==> src/rtl/ffe_tdm_mac.sv <==
// ffe_tdm_mac: TAPS-tap feed-forward equaliser built around one time-multiplexed
// multiply-accumulate unit. A sample is accepted with a load/in_ready handshake.
// The MAC then walks the taps one per clock. Each accepted sample produces one
// rounded, saturated result, which is flagged by a single-cycle y_valid pulse.
// Optional feature: define FFE_SAT_CNT_EN to add the sat_cnt port. It is an
// 8-bit sticky count of results that were clamped by the saturation stage.
module ffe_tdm_mac #(
  parameter int DATA_W    = 12,
  parameter int COEF_W    = 12,
  parameter int FRAC_BITS = 10,
  parameter int TAPS      = 4,
  parameter int ADDR_W    = $clog2(TAPS)
) (
  input  logic                     ffe_clk,
  input  logic                     rst,
  input  logic                     load,
  input  logic signed [DATA_W-1:0] d_in,
  output logic                     in_ready,
  input  logic                     coef_we,
  input  logic        [ADDR_W-1:0] coef_addr,
  input  logic signed [COEF_W-1:0] coef_data,
  output logic signed [DATA_W-1:0] y,
  output logic                     y_valid
`ifdef FFE_SAT_CNT_EN
  ,
  output logic               [7:0] sat_cnt
`endif
);

  // Product width. The accumulator adds guard bits so a full sum of TAPS
  // products can never wrap.
  localparam int PROD_W = DATA_W + COEF_W;
  localparam int ACC_W  = PROD_W + $clog2(TAPS);
  // The rounding adder carries one extra bit above the accumulator.
  localparam int RW     = ACC_W + 1;

  localparam logic signed [COEF_W-1:0] C_ONE    = COEF_W'(2 ** FRAC_BITS);
  localparam logic signed [RW-1:0]     RND_HALF = RW'(2 ** (FRAC_BITS - 1));
  localparam logic signed [RW-1:0]     Y_MAX    = RW'(2 ** (DATA_W - 1) - 1);
  localparam logic signed [RW-1:0]     Y_MIN    = ~Y_MAX;
  localparam logic        [ADDR_W-1:0] IDX_LAST = ADDR_W'(TAPS - 1);

  typedef enum logic [1:0] {
    S_IDLE = 2'd0,
    S_MAC  = 2'd1,
    S_OUT  = 2'd2
  } state_t;

  state_t                     r_state;
  state_t                     w_state_nxt;
  logic                       w_in_ready;
  logic                       w_accept;
  logic                       w_coef_wr;
  logic                       w_last_tap;

  logic signed [DATA_W-1:0]   r_x [TAPS];
  logic signed [COEF_W-1:0]   r_c [TAPS];
  logic signed [ACC_W-1:0]    r_acc;
  logic        [ADDR_W-1:0]   r_idx;
  logic signed [DATA_W-1:0]   r_y;
  logic                       r_y_valid;

  logic signed [PROD_W-1:0]   w_prod;
  logic signed [ACC_W-1:0]    w_prod_ext;
  logic signed [RW-1:0]       w_rnd;
  logic signed [RW-1:0]       w_shr;
  logic signed [DATA_W-1:0]   w_sat;

  // Handshake qualifiers. Both writes are only honoured while idle.
  assign w_accept   = w_in_ready && load;
  // The address is widened to 32 bits so the range test is meaningful for any TAPS.
  assign w_coef_wr  = w_in_ready && coef_we &&
                      ({{(32 - ADDR_W){1'b0}}, coef_addr} < 32'(TAPS));
  assign w_last_tap = (r_idx == IDX_LAST);

  // State register.
  always_ff @(posedge ffe_clk or negedge rst) begin
    if (!rst) begin
      r_state <= S_IDLE;
    end else begin
      // NOTE: clocked state always uses non-blocking assignment, so that every
      // register samples the values from before the edge.
      r_state <= w_state_nxt;
    end
  end

  // Next-state decode and ready flag.
  always_comb begin
    // NOTE: every output of this block gets a default first, so an unlisted
    // path can never infer a latch.
    w_state_nxt = r_state;
    w_in_ready  = 1'b0;
    case (r_state)
      S_IDLE: begin
        w_in_ready = 1'b1;
        if (load) w_state_nxt = S_MAC;
      end
      S_MAC: begin
        if (w_last_tap) w_state_nxt = S_OUT;
      end
      S_OUT: begin
        w_state_nxt = S_IDLE;
      end
      default: begin
        w_state_nxt = S_IDLE;
      end
    endcase
  end

  assign in_ready = w_in_ready;

  // Delay line shift and coefficient write. Reset gives zero history and pass-through taps.
  always_ff @(posedge ffe_clk or negedge rst) begin
    if (!rst) begin
      // NOTE: these small register arrays are reset on purpose, because the
      // cleared history and the pass-through taps are visible behaviour. Large
      // data RAMs would normally be left unreset.
      for (int i = 0; i < TAPS; i++) begin
        r_x[i] <= '0;
        r_c[i] <= (i == 0) ? C_ONE : '0;
      end
    end else begin
      if (w_accept) begin
        r_x[0] <= d_in;
        for (int i = 1; i < TAPS; i++) r_x[i] <= r_x[i-1];
      end
      if (w_coef_wr) r_c[coef_addr] <= coef_data;
    end
  end

  // One tap per cycle: sign-extended product added into the accumulator.
  assign w_prod     = PROD_W'(r_x[r_idx]) * PROD_W'(r_c[r_idx]);
  assign w_prod_ext = {{(ACC_W - PROD_W){w_prod[PROD_W-1]}}, w_prod};

  // Accumulator and tap index.
  always_ff @(posedge ffe_clk or negedge rst) begin
    if (!rst) begin
      r_acc <= '0;
      r_idx <= '0;
    end else begin
      case (r_state)
        S_IDLE: begin
          if (load) begin
            r_acc <= '0;
            r_idx <= '0;
          end
        end
        S_MAC: begin
          r_acc <= r_acc + w_prod_ext;
          if (!w_last_tap) r_idx <= r_idx + 1'b1;
        end
        default: ;
      endcase
    end
  end

  // Round half toward +inf, then clamp to the signed output range.
  assign w_rnd = $signed({r_acc[ACC_W-1], r_acc}) + RND_HALF;
  assign w_shr = w_rnd >>> FRAC_BITS;

  // Saturation select.
  always_comb begin
    w_sat = w_shr[DATA_W-1:0];
    if (w_shr > Y_MAX)      w_sat = Y_MAX[DATA_W-1:0];
    else if (w_shr < Y_MIN) w_sat = Y_MIN[DATA_W-1:0];
  end

  // Output register. y holds until the next result, and y_valid pulses for one cycle.
  always_ff @(posedge ffe_clk or negedge rst) begin
    if (!rst) begin
      r_y       <= '0;
      r_y_valid <= 1'b0;
    end else begin
      r_y_valid <= (r_state == S_OUT);
      if (r_state == S_OUT) r_y <= w_sat;
    end
  end

  assign y       = r_y;
  assign y_valid = r_y_valid;

`ifdef FFE_SAT_CNT_EN
  logic       w_clamp;
  logic [7:0] r_sat_cnt;

  assign w_clamp = (w_shr > Y_MAX) || (w_shr < Y_MIN);

  // Sticky count of clamped results. It updates on the same edge as y_valid.
  always_ff @(posedge ffe_clk or negedge rst) begin
    if (!rst) begin
      r_sat_cnt <= '0;
    end else if ((r_state == S_OUT) && w_clamp && (r_sat_cnt != 8'hFF)) begin
      r_sat_cnt <= r_sat_cnt + 8'd1;
    end
  end

  assign sat_cnt = r_sat_cnt;
`endif

endmodule

==> config.mk <==
export PLATFORM = sky130hd
export DESIGN_NAME = ffe_tdm_mac
export DESIGN_NICKNAME = d
export VERILOG_FILES = /design/src/rtl/ffe_tdm_mac.sv
export SDC_FILE = /design/constraint.sdc
export NUM_CORES = 1
export LEC_CHECK = 0
export ABC_AREA = 1
export BUFFER_PORTS_ARGS = -buffer_cell sky130_fd_sc_hd__buf_4
export CORE_ASPECT_RATIO = 0.7
export CORE_MARGIN = 1
export CORE_UTILIZATION = 39
export CTS_CLUSTER_DIAMETER = 120
export DETAILED_ROUTE_END_ITERATION = 10
export SYNTH_ARGS = -nofsm -noshare
export SYNTH_HDL_FRONTEND = slang
export SYNTH_SLANG_ARGS = --single-unit
==> constraint.sdc <==
create_clock -name ffe_clk -period 5.9 [get_ports ffe_clk]
set_clock_uncertainty 0.1 [all_clocks]
set_input_delay 1.18 -clock ffe_clk [delete_from_list [all_inputs] [get_ports ffe_clk]]
set_output_delay 1.18 -clock ffe_clk [all_outputs]
set_load 0.02 [all_outputs]
==> out/qor.yml <==
failed_checks: "DRC, setup timing"
drv_cap: 0
dieHeight_um: 155
path_common_cell: "fa_1"
grt_pass1_wl_mm: 59.8
antenna_left: 0
period_needed_ns: 6.13
clkTransAtPathRegs_ns: 0.07
detail_route.wirelength_mm: 36.4
syn2layout_area_growth_pct: 31.3
start_util: 0.400
core_region_area_sq_um: 32600
worstPathRequired_ns: 6.10
worst-slew-pin-transition_ns: 1.08
syn_nets: 1851
rr_worst_depth: 24
dieWidth_um: 221
drtPass1Iterations: 9
grt.total_usage: 0.229
final.period_utilization: 1.04
synthTopCellsByArea: "dfrtp_1, fa_1, nand2_1, inv_1, ha_1"
yosys.area.top_type: "dfrtp_1"
cts_tree: "done"
dp_hpwl_mm: 27.8
synth_cell_types: 41
status: "finished, violations left"
r2r_slack_ns: -0.23
slowest_delay_ns: 0.53
cp-end-kind: "flip-flop"
rows: 55
gp_congestion: 0.933
worstHoldStart: "r_state[1]"
synth_area_sq_um: 13000
relSlewSlack: 0.275
path_max_fanout: 8
rsz0062_at_grt: "yes"
crit_chain: "clkinv_4, bufbuf_16, a32oi_2, buf_4, clkinvlp_4, buf_12, nor2_1, fa_1, fa_1, fa_1, fa_1, fa_1, ha_1, ha_4, buf_4, nand2_2, buf_4, nor2_2, buf_4, nand4_1, nand3_1, nand2_1, nand2_1, o22ai_1"
layout_common_cells: "nand2_1, inv_1, buf_4, fa_1, dfrtp_1"
cp_slowest_cell: "fa_1"
ys_warn_count: 0
grt_pass1_vias: 11200
slew_viol_final: 0
io_pins: 44
layout-drive-gt1-share: 0.258
async_flop_share: 1.00
holdCritPathClass: "flip-flop to flip-flop"
ctsHoldBuffers: 0
clock_latency_ns: 0.45
root_buffer: "clkbuf_16"
layout_commonest_cell: "nand2_1"
finalSetupViolCount: 9
dieArea_sq_um: 34200
final_area_sq_um: 17100
synth_edf_count: 0
start_kind: "flip-flop"
grt_max_degree: 57
max_freq_mhz: 163
min_path_cells: 1
placed_cell_area_sq_um: 15100
wl_per_cell_um: 16.3
r2r_start: "r_idx[1]"
critPathKind: "flip-flop to flip-flop"
drc: 1
critPathLaunch: "r_idx[1]"
placement.io_buffers: 43
grt-ovfl-total: 0
cts_buffer_depth: 2
via_per_inst: 4.90
worst_slack_ns: -0.232
ys_seq_area_frac: 0.267
arrival_ns: 6.34
nets: 2070
hold_viol: 0
rr_endpoint: "r_acc[24]"
synth_seq_cells: 139
numClockSinks: 139
fill_cells: 3018
synth_top_area_frac: 0.265
n_antenna_cell: 0
synthCells: 1578
cts_htree_levels: 4
antenna_found_initial: 0
synth_flop_cell: "dfrtp_1"
avgSynthCellArea_sq_um: 8.27
vias: 11000
whs_endpoint: "r_state[1]"
cts_buffers: 17
first_iter_violations: 846
==> cells in the mapped netlist (2+ instances only) <==
| cell | n |
|---|---|
| nand2_1 | 402 |
| inv_1 | 295 |
| fa_1 | 171 |
| nor2_1 | 145 |
| dfrtp_1 | 138 |
| o21ai_0 | 133 |
| ha_1 | 72 |
| a21oi_1 | 50 |
| clkbuf_1 | 29 |
| nand3_1 | 22 |
| xor2_1 | 19 |
| buf_2 | 16 |
| a32oi_1 | 13 |
| a32oi_2 | 10 |
| o22ai_1 | 7 |
| nand2_2 | 6 |
| nand4_1 | 6 |
| nor3_1 | 4 |
| xnor2_1 | 4 |
| buf_4 | 3 |
| inv_2 | 3 |
| nor2_2 | 3 |
| a21boi_0 | 2 |
| a22o_1 | 2 |
| a31oi_1 | 2 |
| buf_6 | 2 |
| nand3b_1 | 2 |
| nor3b_1 | 2 |
| o21a_1 | 2 |
| o21ai_1 | 2 |
==> repair_timing <==
| action | in CTS | in global routing |
|---|---|---|
| resized for setup | 143 | 82 |
| setup endpoints to repair | 16 | 18 |
| pin swaps | 63 | 19 |
| cloned | 2 | 1 |
| buffers inserted | 19 | 4 |
==> how the worst max path moves through the flow <==
| stage | to | slack (ns) | depth (start not counted) |
|---|---|---|---|
| 2_1_floorplan | r_acc[24] | -0.006 | 28 |
| 3_3_place_gp | r_acc[24] | -0.61 | 25 |
| 3_5_place_dp | r_acc[24] | -0.57 | 25 |
| 4_1_cts | r_acc[25] | -0.17 | 25 |
| 5_1_grt | r_acc[24] | -0.42 | 25 |
| 6_report | r_acc[24] | -0.23 | 24 |
==> flip-flops by register name, summed over array words and instances, names as in the netlist <==
signal / flops
r_idx: 2
r_acc: 26
y: 12
r_x: 48
r_state: 2
y_valid: 1
r_c: 48
==> cell type report <==
type | instances | area, sq um | area share
Clock buffer | 18 | 439 | 0.0256
Clock inverter | 14 | 175 | 0.0102
Inverter | 299 | 1150 | 0.0670
Multi-Input combinational cell | 1089 | 9180 | 0.536
Sequential cell | 139 | 3480 | 0.203
Tap cell | 427 | 534 | 0.0312
Timing Repair Buffer | 251 | 2170 | 0.127
==> critical path: cells and delay by family, from the launching register on <==
family          cells  cell delay [ns]
flops               1             0.40
compound gates      2             0.29
buf+inv             8             1.39
simple gates        7             0.75
fa+ha+maj           7             3.04
==> layer usage <==
| layer | GRT usage | routed length, um |
|---|---|---|
| met1 | 0.349 | 18000 |
| met2 | 0.323 | 15300 |
| met3 | 0.0569 | 2630 |
| met4 | 0.0512 | 486 |
| met5 | 0 | 0 |
==> kinds of logic (layout without fill, tap and decap cells) <==
logic type,count (synthesis),in the layout,share of synthesized area
buffers and inverters,350,582,0.104
and+or+nand+nor,595,595,0.179
xor gates and xnor gates,23,23,0.0154
AOI/OAI and AO/OA,228,228,0.103
adders and majority gates,243,243,0.331
DFF,139,139,0.267
==> stage by stage <==
step / setup TNS [ns] / setup slack [ns] / std cells / util / hold WS [ns]
final: -0.886 / -0.232 / 2237 / 0.525 / 0.376
after global routing: -4.13 / -0.416 / 2237 / 0.525 / 0.405
after CTS: -0.689 / -0.168 / 2232 / 0.513 / 0.378
after detailed placement: -3.87 / -0.573 / 2179 / 0.464 / 0.366
after global placement: -3.30 / -0.614 / 2179 / 0.464 / 0.357
after floorplan: -0.00634 / -0.00634 / 1578 / - / 0.344
Power is left out: the tool's default activity adds up to more than one toggle a clock period on the data nets, which glitch-free logic cannot reach.
